**src/rtl/wb_pkg.sv**
```systemverilog
// Shared types and constants for the register-file writeback arbiter.
package wb_pkg;

    localparam int unsigned N_REQ_DEF = 6;
    localparam int unsigned RD_W      = 5;
    localparam int unsigned DATA_W    = 32;

    // Requester index order as wired into the arbiter's request vectors.
    typedef enum logic [2:0] {
        REQ_ADD1  = 3'd0,
        REQ_ADD2  = 3'd1,
        REQ_MUL1  = 3'd2,
        REQ_MUL2  = 3'd3,
        REQ_LOAD1 = 3'd4,
        REQ_LOAD2 = 3'd5
    } req_idx_e;

    // One registered register-file write port.
    typedef struct packed {
        logic              en;
        logic [RD_W-1:0]   rd;
        logic [DATA_W-1:0] data;
    } wb_port_t;

    // Register 0 is hardwired, so writes to it are never enabled.
    function automatic logic rd_writes(input logic [RD_W-1:0] rd);
        return rd != '0;
    endfunction

endpackage

```
**src/rtl/rr_pick.sv**
```systemverilog
// Rotating find-first-set: returns the first set bit of mask_i at or after start_i,
// wrapping modulo N.
module rr_pick #(
    parameter int unsigned N = 6,
    parameter int unsigned W = 3
) (
    input  logic [N-1:0] mask_i,
    input  logic [W-1:0] start_i,
    output logic         found_o,
    output logic [W-1:0] idx_o
);

    // Scan from the far end back toward start_i so the nearest hit wins.
    always_comb begin
        int          pos;
        logic [W-1:0] pos_w;
        found_o = 1'b0;
        idx_o   = '0;
        pos     = 0;
        pos_w   = '0;
        for (int k = int'(N) - 1; k >= 0; k--) begin
            pos   = (int'(start_i) + k) % int'(N);
            pos_w = W'(pos);
            if (mask_i[pos_w]) begin
                found_o = 1'b1;
                idx_o   = pos_w;
            end
        end
    end

endmodule

```
**src/rtl/writeback_arbiter.sv**
```systemverilog
// Round-robin arbiter granting up to two functional-unit results per cycle onto
// the two register-file write ports, with same-cycle destination conflicts deferred.
module writeback_arbiter
    import wb_pkg::*;
#(
    parameter int unsigned N_REQ = N_REQ_DEF
) (
    input  logic                          clk,
    input  logic                          reset,
    input  logic                          stall,
    input  logic [N_REQ-1:0]              req_valid,
    input  logic [N_REQ-1:0][RD_W-1:0]    req_rd,
    input  logic [N_REQ-1:0][DATA_W-1:0]  req_data,
    output logic [N_REQ-1:0]              req_ready,
    output logic                          wb_en0,
    output logic                          wb_en1,
    output logic [RD_W-1:0]               wb_rd0,
    output logic [RD_W-1:0]               wb_rd1,
    output logic [DATA_W-1:0]             wb_data0,
    output logic [DATA_W-1:0]             wb_data1
);

    localparam int unsigned IDX_W = (N_REQ > 1) ? $clog2(N_REQ) : 1;

    logic [IDX_W-1:0] ptr_q, ptr_d;
    logic             found0, found1;
    logic [IDX_W-1:0] g0, g1, g0_next, last_idx;
    logic [N_REQ-1:0] mask1;
    logic             gnt_ok;
    wb_port_t         port0_q, port0_d, port1_q, port1_d;

    function automatic logic [IDX_W-1:0] wrap_inc(input logic [IDX_W-1:0] i);
        if (int'(i) == int'(N_REQ) - 1) begin
            return '0;
        end
        return i + IDX_W'(1);
    endfunction

    rr_pick #(
        .N (N_REQ),
        .W (IDX_W)
    ) u_pick0 (
        .mask_i  (req_valid),
        .start_i (ptr_q),
        .found_o (found0),
        .idx_o   (g0)
    );

    // Second-grant candidates: valid, not g0, and not writing g0's nonzero destination.
    always_comb begin
        mask1 = '0;
        for (int i = 0; i < int'(N_REQ); i++) begin
            mask1[i] = req_valid[i] && (IDX_W'(i) != g0) &&
                       !((req_rd[i] == req_rd[g0]) && rd_writes(req_rd[g0]));
        end
    end

    assign g0_next = wrap_inc(g0);

    rr_pick #(
        .N (N_REQ),
        .W (IDX_W)
    ) u_pick1 (
        .mask_i  (mask1),
        .start_i (g0_next),
        .found_o (found1),
        .idx_o   (g1)
    );

    assign gnt_ok   = found0 && !stall && !reset;
    assign last_idx = found1 ? g1 : g0;

    // Ready decode: one-hot per granted index, nothing under stall or reset.
    always_comb begin
        req_ready = '0;
        for (int i = 0; i < int'(N_REQ); i++) begin
            req_ready[i] = gnt_ok && ((g0 == IDX_W'(i)) || (found1 && (g1 == IDX_W'(i))));
        end
    end

    // Next pointer and write-port contents; rd/data hold when a port is idle.
    always_comb begin
        ptr_d      = ptr_q;
        port0_d    = port0_q;
        port1_d    = port1_q;
        port0_d.en = 1'b0;
        port1_d.en = 1'b0;
        if (!stall && found0) begin
            ptr_d        = wrap_inc(last_idx);
            port0_d.en   = rd_writes(req_rd[g0]);
            port0_d.rd   = req_rd[g0];
            port0_d.data = req_data[g0];
            if (found1) begin
                port1_d.en   = rd_writes(req_rd[g1]);
                port1_d.rd   = req_rd[g1];
                port1_d.data = req_data[g1];
            end
        end
    end

    // State registers; reset drops any writeback in flight.
    always_ff @(posedge clk or posedge reset) begin
        if (reset) begin
            ptr_q   <= '0;
            port0_q <= '0;
            port1_q <= '0;
        end else begin
            ptr_q   <= ptr_d;
            port0_q <= port0_d;
            port1_q <= port1_d;
        end
    end

    assign wb_en0   = port0_q.en;
    assign wb_rd0   = port0_q.rd;
    assign wb_data0 = port0_q.data;
    assign wb_en1   = port1_q.en;
    assign wb_rd1   = port1_q.rd;
    assign wb_data1 = port1_q.data;

endmodule

```
**config.mk**
```make
export PLATFORM = sky130hd
export DESIGN_NAME = writeback_arbiter
export DESIGN_NICKNAME = d
export VERILOG_FILES = /design/src/rtl/wb_pkg.sv /design/src/rtl/rr_pick.sv /design/src/rtl/writeback_arbiter.sv
export SDC_FILE = /design/constraint.sdc
export NUM_CORES = 1
export LEC_CHECK = 0
export ABC_AREA = 1
export CAP_MARGIN = 0
export CORE_ASPECT_RATIO = 2
export CORE_MARGIN = 5
export CORE_UTILIZATION = 42
export CTS_CLUSTER_SIZE = 14
export DETAILED_ROUTE_END_ITERATION = 10
export PLACE_DENSITY = 0.87
export SYNTH_ARGS = -nofsm -noshare
export SYNTH_HDL_FRONTEND = slang
export SYNTH_SLANG_ARGS = --single-unit
```
**constraint.sdc**
```tcl
create_clock -name clk -period 8 [get_ports clk]
set_clock_uncertainty 0.1 [all_clocks]
set_input_delay 1.2 -clock clk [delete_from_list [all_inputs] [get_ports clk]]
set_output_delay 1.2 -clock clk [all_outputs]
set_load 0.02 [all_outputs]
```
==> impl_results.md <==
- First-pass GRT wire length: 61900 um
- Worst EP arrival: 6.21 ns
- Total GRT Usage: 33.1%
- Synth Instances: approximately 1500
- Setup crit end kind: primary output
- Die Ht: between 200 and 250 um
- Final GP Congestion: between 0.9 and 1
- Clock-pin slew on the worst setup and hold paths: 0.06 ns
- Post-synth top flop: dfrtp_1
- FF+latch count, synth: 79
- Ranking of synthesized cells by area: dfrtp_1, nand2_1, nand3_1
- TritonCTS clock tree: yes
- # setup viols final: 0
- Largest area contributor in the netlist: dfrtp_1
- Vias/cell: 5.84
- Vias in the first global route: roughly 12000
- Final min period: between 7 and 8 ns
- Max Cap Viol: 0
- Critical Path Max Stage Delay: 0.50 ns
- Slew Limit Fails: 0
- Final Hold Viols: 0
- Later-pin clock latency in the skew report: 0.35 ns
- CP max FO: 24
- Clock buffer depth: 2
- WL/cell: 20.3 um
- Min-Delay Path Depth: 2
- Clock Root Buffer: clkbuf_16
- HPWL Detailed: between 30000 and 40000 um
- Reg2reg path depth: 50
- CTS Hold Bufs: 0
- FMAX: roughly 130 MHz
- Overflow after GRT: 0
- Via count: 11900
- Slew HR: a little over two fifths
- Req. time, crit path: approximately 6.7 ns
- Dpl ws: -0.110 ns
- Post-detailed-route count of antenna-violating nets: 0
- Setup TNS: 0 ns
- Setup WS post-layout: 0.487 ns
- Post-Syn Area per Cell: 5.96 sq um
- Top-area cell type share of the netlist area: 22.7%
- Initial antenna violation count: 1
- Synth top cells by count: nand2_1, nand3_1, a21oi_1
- H-tree levels: 3
- Number of clock sinks: 79
- Slowest-stage cell, CP: clkdlybuf4s50_1
- Drt drc: 0
- Largest net degree at the start of global routing: 65
- Diode count: 0
- DRT Pass-1 Iters: 5
- Yosys cell types: 37
- Cell row count: 74
- CTS Buf Count: 9
- Hold WC Path Type: reg -> reg
- Crit share post-route: between 90% and 100%
- Critical path class: in -> out
- Yosys warns: 0
- Post-synthesis sequential area ratio: 22.7%
- Crit-path most repeated cell: nand2_1
- # IOs: about 310
- Post-synth ARST share: 100%
- Status: finished clean
- CORE AREA: 20500 sq um
- Reg-to-reg slack, setup: 1.29 ns
- EDFF count, synth: 0
- Layout Nets: 2022
- Least-Margin Pin Slew: between 0.8 and 0.9 ns
- Total Die Area: around 24000 sq um
- Crit start category: primary input
- Ratio of cells with drive above 1 in the final layout: 10.1%
- IO Port Bufs: 312
- Finished Layout Cells: 2040
- DRT iter0 DRCs: 847
- Total wire length: between 40000 and 50000 um
- Util after Layout: 62.0%
- Placed insts: 2022
- Synth Net Count: 1715
- Top-count cell post-synth: nand2_1
- Initial Utilization: a little over two fifths
- Fill cells: 1933
- Layout overhead on the synthesized area: 45.3%
- Synth Cell Area: 8720 sq um
- Die Span X: 112 um
-- critical path: cells and delay by family --
family,cells,cell delay [ns]
compound gates,1,0.39
fa+ha+maj,2,0.55
simple gates,27,2.46
buf+inv,12,1.59
-- layer usage --
layer / wire length (um) / global-route usage [%] / up-vias
li1: - / - / 5477
met1: 13400 / 33.1 / 5398
met2: 20200 / 57.9 / 786
met3: 3520 / 5.85 / 260
met4: 4220 / 29.9 / 2
met5: 12 / 0 / -
-- worst paths after layout --
check                             start           end
max in group asynchronous         reset   wb_data0[8]
min in group asynchronous         reset  wb_data1[21]
hold reg to reg             wb_data1[7]   wb_data1[7]
setup reg to reg               ptr_q[2]   wb_data1[9]
hold / removal              wb_data1[7]   wb_data1[7]
setup / recovery           req_valid[5]  req_ready[3]
-- cells by family after synthesis --
family	count (synthesis)	share of synthesized area (%)
fa+ha+maj	21	3.01
simple gates	818	39.8
buf+inv	208	10.5
xor+xnor	18	1.81
compound gates	319	22.2
flops	79	22.7
-- cell type report --
class / count / area [sq um] / area share (%)
Multi-Input combinational cell: 1176 / 5900 / 46.6
Timing Repair Buffer: 375 / 3620 / 28.6
Clock buffer: 12 / 256 / 2.02
Sequential cell: 79 / 1980 / 15.6
Clock inverter: 3 / 90.1 / 0.711
Inverter: 129 / 490 / 3.87
Tap cell: 266 / 333 / 2.63
-- layout by cell type, fill, tap and decap left out, types with 21 or more instances in the layout --
cell               n
a22oi_1           86
nand3_1          143
inv_2             21
nand2_1          508
clkdlybuf4s50_1  306
buf_4             62
inv_1            104
nor2_1           101
a21oi_1          132
a31oi_1           33
dfrtp_1           77
nand2_2           21
o21ai_0           22
-- sequential cells by signal, indices dropped and copies added (netlist names) --
signal,count
wb_rd0,5
wb_rd1,5
wb_en0,1
ptr_q,3
wb_data0,32
wb_en1,1
wb_data1,32
-- metrics by stage --
stage	hold WS [ns]	cell area, sq um
after floorplan	0.473	8720
after global placement	0.362	12300
after detailed placement	0.364	12300
after CTS	0.380	12600
after global routing	0.389	12700
final	0.380	12700
-- timing repair --
item,CTS,global route
pin swaps,0,3
gates resized for setup,7,37
buffers inserted,0,3
setup endpoints to repair,6,6
Power is not shown: default switching activity piles up to over one toggle a cycle in this logic, so the estimate is an artifact.
